## src/rtl/freq_duty_cfg.sv

```systemverilog
// freq_duty_cfg: configuration front-end for the frequency/duty divider.
// Ports: i_clk, i_rst (sync, active-high), i_enable (system enable),
//   i_req_valid/o_req_ready handshake carrying i_div_ratio (N) and
//   i_duty_pct; o_div_count/o_duty_count compare values, o_enable,
//   o_done (config-applied pulse), o_cfg_err (last request illegal).
module freq_duty_cfg #(
  parameter int Count_bits = 16,
  parameter int Pct_bits   = 7
) (
  input  logic                  i_clk,
  input  logic                  i_rst,
  input  logic                  i_enable,
  input  logic                  i_req_valid,
  output logic                  o_req_ready,
  input  logic [Count_bits-1:0] i_div_ratio,
  input  logic [Pct_bits-1:0]   i_duty_pct,
  output logic [Count_bits-1:0] o_div_count,
  output logic [Count_bits-1:0] o_duty_count,
  output logic                  o_enable,
  output logic                  o_done,
  output logic                  o_cfg_err
);

  localparam int W  = Count_bits + Pct_bits;
  localparam int CW = $clog2(W + 1);
  localparam logic [Pct_bits:0] DIVISOR = (Pct_bits + 1)'(100);

  typedef enum logic [1:0] {
    IDLE,
    MUL,
    DIV,
    APPLY
  } state_t;

  state_t r_state;
  state_t w_state_nxt;

  logic [CW-1:0]         r_cnt;
  logic [Count_bits-1:0] r_n;
  logic [Pct_bits-1:0]   r_mplier;
  logic [W-1:0]          r_mcand;
  logic [W-1:0]          r_acc;
  logic [Pct_bits-1:0]   r_rem;
  logic                  r_cfg_valid;
  logic [Count_bits-1:0] r_div;
  logic [Count_bits-1:0] r_duty;
  logic                  r_en;
  logic                  r_done;
  logic                  r_err;

  logic                  w_xfer;
  logic                  w_legal;
  logic                  w_mul_last;
  logic                  w_div_last;
  logic                  w_cfg_valid_nxt;
  logic [Pct_bits:0]     w_trial;
  logic                  w_qbit;
  logic [Pct_bits-1:0]   w_rem_nxt;
  logic [W-1:0]          w_q_nxt;
  logic [Count_bits-1:0] w_nm1;
  logic [Count_bits-1:0] w_h;
  logic [Count_bits-1:0] w_duty;

  assign o_req_ready  = (r_state == IDLE);
  assign o_div_count  = r_div;
  assign o_duty_count = r_duty;
  assign o_enable     = r_en;
  assign o_done       = r_done;
  assign o_cfg_err    = r_err;

  assign w_xfer  = i_req_valid && (r_state == IDLE);
  assign w_legal = (i_div_ratio >= Count_bits'(2))
                && (i_duty_pct <= Pct_bits'(100));

  assign w_mul_last = (r_cnt == CW'(Pct_bits - 1));
  assign w_div_last = (r_cnt == CW'(W - 1));

  // Restoring divide by 100: the dividend is shifted out of the top of
  // r_acc while quotient bits are shifted into the bottom.
  assign w_trial   = {r_rem, r_acc[W-1]};
  assign w_qbit    = (w_trial >= DIVISOR);
  assign w_rem_nxt = Pct_bits'(w_qbit ? w_trial - DIVISOR : w_trial);
  assign w_q_nxt   = {r_acc[W-2:0], w_qbit};

  // High time clamped to [1, N-1] so both phases are non-empty.
  assign w_nm1 = r_n - Count_bits'(1);

  always_comb begin
    w_h = w_q_nxt[Count_bits-1:0];
    if (w_q_nxt == '0) begin
      w_h = Count_bits'(1);
    end else if (w_q_nxt > W'(w_nm1)) begin
      w_h = w_nm1;
    end
  end

  assign w_duty = w_nm1 - w_h;

  always_ff @(posedge i_clk) begin
    if (i_rst) begin
      r_state <= IDLE;
    end else begin
      r_state <= w_state_nxt;
    end
  end

  always_comb begin
    w_state_nxt     = r_state;
    w_cfg_valid_nxt = r_cfg_valid;
    unique case (r_state)
      IDLE: begin
        if (w_xfer && w_legal) begin
          w_state_nxt = MUL;
        end
      end
      MUL: begin
        if (w_mul_last) begin
          w_state_nxt = DIV;
        end
      end
      DIV: begin
        if (w_div_last) begin
          w_state_nxt     = APPLY;
          w_cfg_valid_nxt = 1'b1;
        end
      end
      APPLY: begin
        w_state_nxt = IDLE;
      end
      default: begin
        w_state_nxt = IDLE;
      end
    endcase
  end

  always_ff @(posedge i_clk) begin
    if (i_rst) begin
      r_cnt       <= '0;
      r_n         <= '0;
      r_mplier    <= '0;
      r_mcand     <= '0;
      r_acc       <= '0;
      r_rem       <= '0;
      r_cfg_valid <= 1'b0;
      r_div       <= '0;
      r_duty      <= '0;
      r_en        <= 1'b0;
      r_done      <= 1'b0;
      r_err       <= 1'b0;
    end else begin
      r_done      <= 1'b0;
      r_cfg_valid <= w_cfg_valid_nxt;
      unique case (r_state)
        IDLE: begin
          if (w_xfer) begin
            if (w_legal) begin
              r_err    <= 1'b0;
              r_n      <= i_div_ratio;
              r_mplier <= i_duty_pct;
              r_mcand  <= W'(i_div_ratio);
              r_acc    <= '0;
              r_rem    <= '0;
              r_cnt    <= '0;
            end else begin
              r_err <= 1'b1;
            end
          end
        end
        MUL: begin
          if (r_mplier[0]) begin
            r_acc <= r_acc + r_mcand;
          end
          r_mcand  <= r_mcand << 1;
          r_mplier <= r_mplier >> 1;
          r_cnt    <= w_mul_last ? '0 : r_cnt + CW'(1);
        end
        DIV: begin
          r_acc <= w_q_nxt;
          r_rem <= w_rem_nxt;
          r_cnt <= r_cnt + CW'(1);
          // Load on entry to APPLY so counts and o_done appear together.
          if (w_div_last) begin
            r_div  <= w_nm1;
            r_duty <= w_duty;
            r_done <= 1'b1;
          end
        end
        APPLY: begin
        end
        default: begin
        end
      endcase
      // Low while APPLY is current: resyncs the divider to phase 0.
      r_en <= i_enable && w_cfg_valid_nxt && (w_state_nxt != APPLY);
    end
  end

endmodule

```

## config.mk

```make
export PLATFORM = sky130hd
export DESIGN_NAME = freq_duty_cfg
export DESIGN_NICKNAME = d
export VERILOG_FILES = /design/src/rtl/freq_duty_cfg.sv
export SDC_FILE = /design/constraint.sdc
export NUM_CORES = 1
export LEC_CHECK = 0
export CAP_MARGIN = 15
export CORE_MARGIN = 8
export CORE_UTILIZATION = 45
export DETAILED_ROUTE_END_ITERATION = 16
export PLACE_DENSITY = 0.65
export SYNTH_ARGS = -nofsm -noshare
export SYNTH_HDL_FRONTEND = slang
export SYNTH_SLANG_ARGS = --single-unit
```

## constraint.sdc

```tcl
create_clock -name i_clk -period 7.1 [get_ports i_clk]
set_input_delay 0.71 -clock i_clk [delete_from_list [all_inputs] [get_ports i_clk]]
set_output_delay 0.71 -clock i_clk [all_outputs]
set_load 0.005 [all_outputs]
```

==> impl_metrics.toml, run 1 <==
[status]
status = "complete, no violations"

[cells_and_area]
layout_commonest_cell = "dfxtp_1"
diodes = 0
multiInputGateArea_um2 = 4900
seq_area_um2 = 2380
layout_common_cells = "dfxtp_1, nor2_1, nand2_1, a21oi_1, clkdlybuf4s50_1"
layout-drive-gt1-share_pct = 5.63
fillers = 1606
nets = 1049
syn2layout_area_growth_pct = 17.7

[setup_path]
cp.arrival_ps = 6660
r2r_cells = 22
cp-start-kind = "register"
crit_family = "compound AO/OA/AOI/OAI gates"
crit_top_cell = "nand2_1"
path_max_fanout = 9
critPathKind = "reg -> reg"
crit_path_max_incr_delay_ps = 740
path_cells = "or4_1 > nor4_2 > nand2_1 > xor2_1 > ha_1 > nand2_1 > nor4_2 > nand3b_1 > a31oi_2 > nand2_1 > o211ai_1 > ha_1 > nor2b_1 > o31ai_1 > a211o_1 > a31oi_1 > a31o_2 > a41o_1 > a22o_1 > a211o_1 > xnor2_1 > a211oi_1"
end_kind = "register"
cp_slowest_cell = "or4_1"
crit_required_ps = 7430
cp.depth = 22
cp_num_buf_inv = 0

[sta]
grt_setup_unrepaired = "no"
finalCritPeriodShare_pct = 89.1
setup_tns_ps = 0
fmax_mhz = 158
slew_violations = 0
slew-limit-headroom_pct = 32.4
layout_setup_ws_ps = 772
hold_violations = 0
finClkSkew_ps = 7.33
setup_viol = 0
min_period_ps = 6330
worst_slew_pin_slew_ps = 1010
whs_ps = 449

[route]
num_vias = 6809
wl_per_cell_um = 16.7
drtAntennaViolNets = 0
totalWireLength_um = 20000
first_pass_iters = 7
via_per_inst = 5.69
drc_errors = 0
drt_iter0_drc = 457

[clock_network]
postCtsSetupBuffers = 0
root_buffer = "clkbuf_16"
cts_buffers = 17
ctsResizeCount = 0
clk_pin_slew_ps = 60
clock_path_buffers = 2
cts_tree = "built"
clock-sinks = 119
cts_max_level = 4
hold_buffers = 0
worstSkewPairLatency_ps = 420

[flow_run]
cap_viol_max_count = 0

[power]
power.leakage_nw = 3.51
sw_frac_of_total_pct = 32.0
p_switching_uw = 754
p_per_area_nw_per_um2 = 262
seqPwrFrac_pct = 31.3
ir_worst_vdd_mv = 0.196
p_int_mw = 1.60
p_comb_share_pct = 29.0
power_frac_clock_pct = 39.7

[synth]
ys_seq_area_share_pct = 31.2
syn-num-nets = 1018
synthFlopType = "dfxtp_1"
syn_inst = 934
netlist_area_um2 = 7620
synth.distinct_cells = 68
syn_avg_cell_area_um2 = 8.16
synth_edf_count = 0
ys.warnings.count = 0
yosys_register_bits = 119
async_flop_share_pct = 0

[grt]
overflow = 0
grt_pass1_vias = 6600
grt_first_pass_wirelength_um = 33700
grt_max_degree = 73
antenna_found_initial = 0
gr-usage-all-layers_pct = 19.1

[floorplanning]
io_pins = 63
die_area_um2 = 21400
die_w_um = 146
start_util_pct = 46.0
core_um2 = 16600
rows = 47
die_h_um = 146

[placement]
dpl.hpwl_um = 14600
port_buffers = 62
place_ws_ps = 787
place.gp.congestion = 0.889

[worst_hold_path]
holdPathStages = 2
worstHoldPathType = "reg -> reg"
## cell usage after synthesis (5+ instances only)
cell type  instances  area, um^2
nand2_1           80         300
a21oi_1           77         385
inv_1             34         128
o21ai_0           27         135
xnor2_1           33         289
clkbuf_1          45         169
and3_1            19         119
dfxtp_1          119        2380
a211o_1            5        43.8
ha_1              55         688
o22ai_1           11        68.8
buf_1              6        22.5
nor2b_1            6        37.5
o211ai_1          13        97.6
nor3_1            16        80.1
nor2_1           105         394
mux2i_1           38         380
nand3_1           23         115
and2_1             6        37.5
a31oi_1            6        37.5
nand2b_1           7        43.8
o21a_1             5        37.5
or2_2              5        31.3
a21o_1            19         143
xor2_1            21         184
a22oi_1           22         165
or4_1              9        67.6
a211oi_1          44         330
o31ai_1            6        45.0
nand4_1            7        43.8
nor4_1            11        68.8
## flip-flops by register name, summed over array words and instances, names as in the netlist
register      flops
o_cfg_err         1
o_div_count      16
o_done            1
o_duty_count     16
o_enable          1
r_acc            23
r_cfg_valid       1
r_cnt             5
r_mcand          23
r_mplier          7
r_n              16
r_rem             7
r_state           2
## metrics by stage
step | total power, mW | util, % | instance area (um^2) | std cells
after floorplan | 1.27 | - | 7620 | 934
after global placement | 1.43 | 50.3 | 8350 | 1166
after detailed placement | 1.43 | 50.3 | 8350 | 1166
after CTS | 2.37 | 54.1 | 8980 | 1197
after global routing | 2.48 | 54.1 | 8980 | 1197
final | 2.36 | 54.1 | 8980 | 1197
## cells by family after synthesis
family / Yosys count / synth area share, %
compound gates: 261 / 22.6
xor+xnor: 57 / 7.11
fa+ha+maj: 58 / 9.68
buf+inv: 89 / 4.53
flops: 119 / 31.2
mux: 38 / 4.99
simple gates: 312 / 19.8
## final timing paths
path                                              startpoint                            end  slack [ps]
worst max register to register           r_n[0]$_SDFFE_PP0P_  o_duty_count[15]$_SDFFE_PP0P_         770
worst max-delay path                     r_n[0]$_SDFFE_PP0P_  o_duty_count[15]$_SDFFE_PP0P_         770
worst min-delay path            o_duty_count[5]$_SDFFE_PP0P_   o_duty_count[5]$_SDFFE_PP0P_         450
worst min register to register  o_duty_count[5]$_SDFFE_PP0P_   o_duty_count[5]$_SDFFE_PP0P_         450
## tightest hold or removal path, cell delays in order, from the launching register on
cell	delay, ps
dfxtp_1	300
nand2_1	50
a21oi_1	50
## layer usage
layer / vias to the layer above / part of all wire [%] / global-route usage [%]
met3: 34 / 4.3 / 4.51
met4: 0 / 2.8 / 8.09
met5: - / 0 / 0
li1: 3469 / - / -
met1: 3163 / 46 / 23.2
met2: 143 / 47 / 31.6
## layout make-up
class | instances | share of cell area, %
tap | 220 | 3.07
multi-input combinational | 726 | 54.6
clock buffer | 23 | 5.44
sequential | 119 | 26.5
timing repair buffer | 67 | 7.30
inverter | 34 | 1.42
clock inverter | 8 | 1.60
## power groups by stage
stage               sequential [mW]  clock, mW  combinational, mW
detailed placement            0.752          0              0.679
CTS                           0.738      0.944              0.684
floorplan                     0.739          0              0.535
global route                  0.744      0.975              0.760
finish                        0.739      0.935              0.682
global placement              0.752          0              0.677
(Power assumes the default switching activity.)
==> inputs of run 2 (changes only) <==
--- a/config.mk
+++ b/config.mk
@@ -9,6 +9,7 @@
 export CORE_MARGIN = 8
 export CORE_UTILIZATION = 45
 export DETAILED_ROUTE_END_ITERATION = 16
+export HOLD_SLACK_MARGIN = 0.03
 export PLACE_DENSITY = 0.65
 export SYNTH_ARGS = -nofsm -noshare
 export SYNTH_HDL_FRONTEND = slang
==> results of run 2 <==
Same layout as run 1: the final DEF is identical, and so are final timing and power.
==> inputs of run 3 (changes only) <==
--- a/config.mk
+++ b/config.mk
@@ -11,6 +11,7 @@
 export DETAILED_ROUTE_END_ITERATION = 16
 export HOLD_SLACK_MARGIN = 0.03
 export PLACE_DENSITY = 0.65
+export SLEW_MARGIN = 20
 export SYNTH_ARGS = -nofsm -noshare
 export SYNTH_HDL_FRONTEND = slang
 export SYNTH_SLANG_ARGS = --single-unit
==> results of run 3 <==
Same layout as run 1: the final DEF is identical, and so are final timing and power.
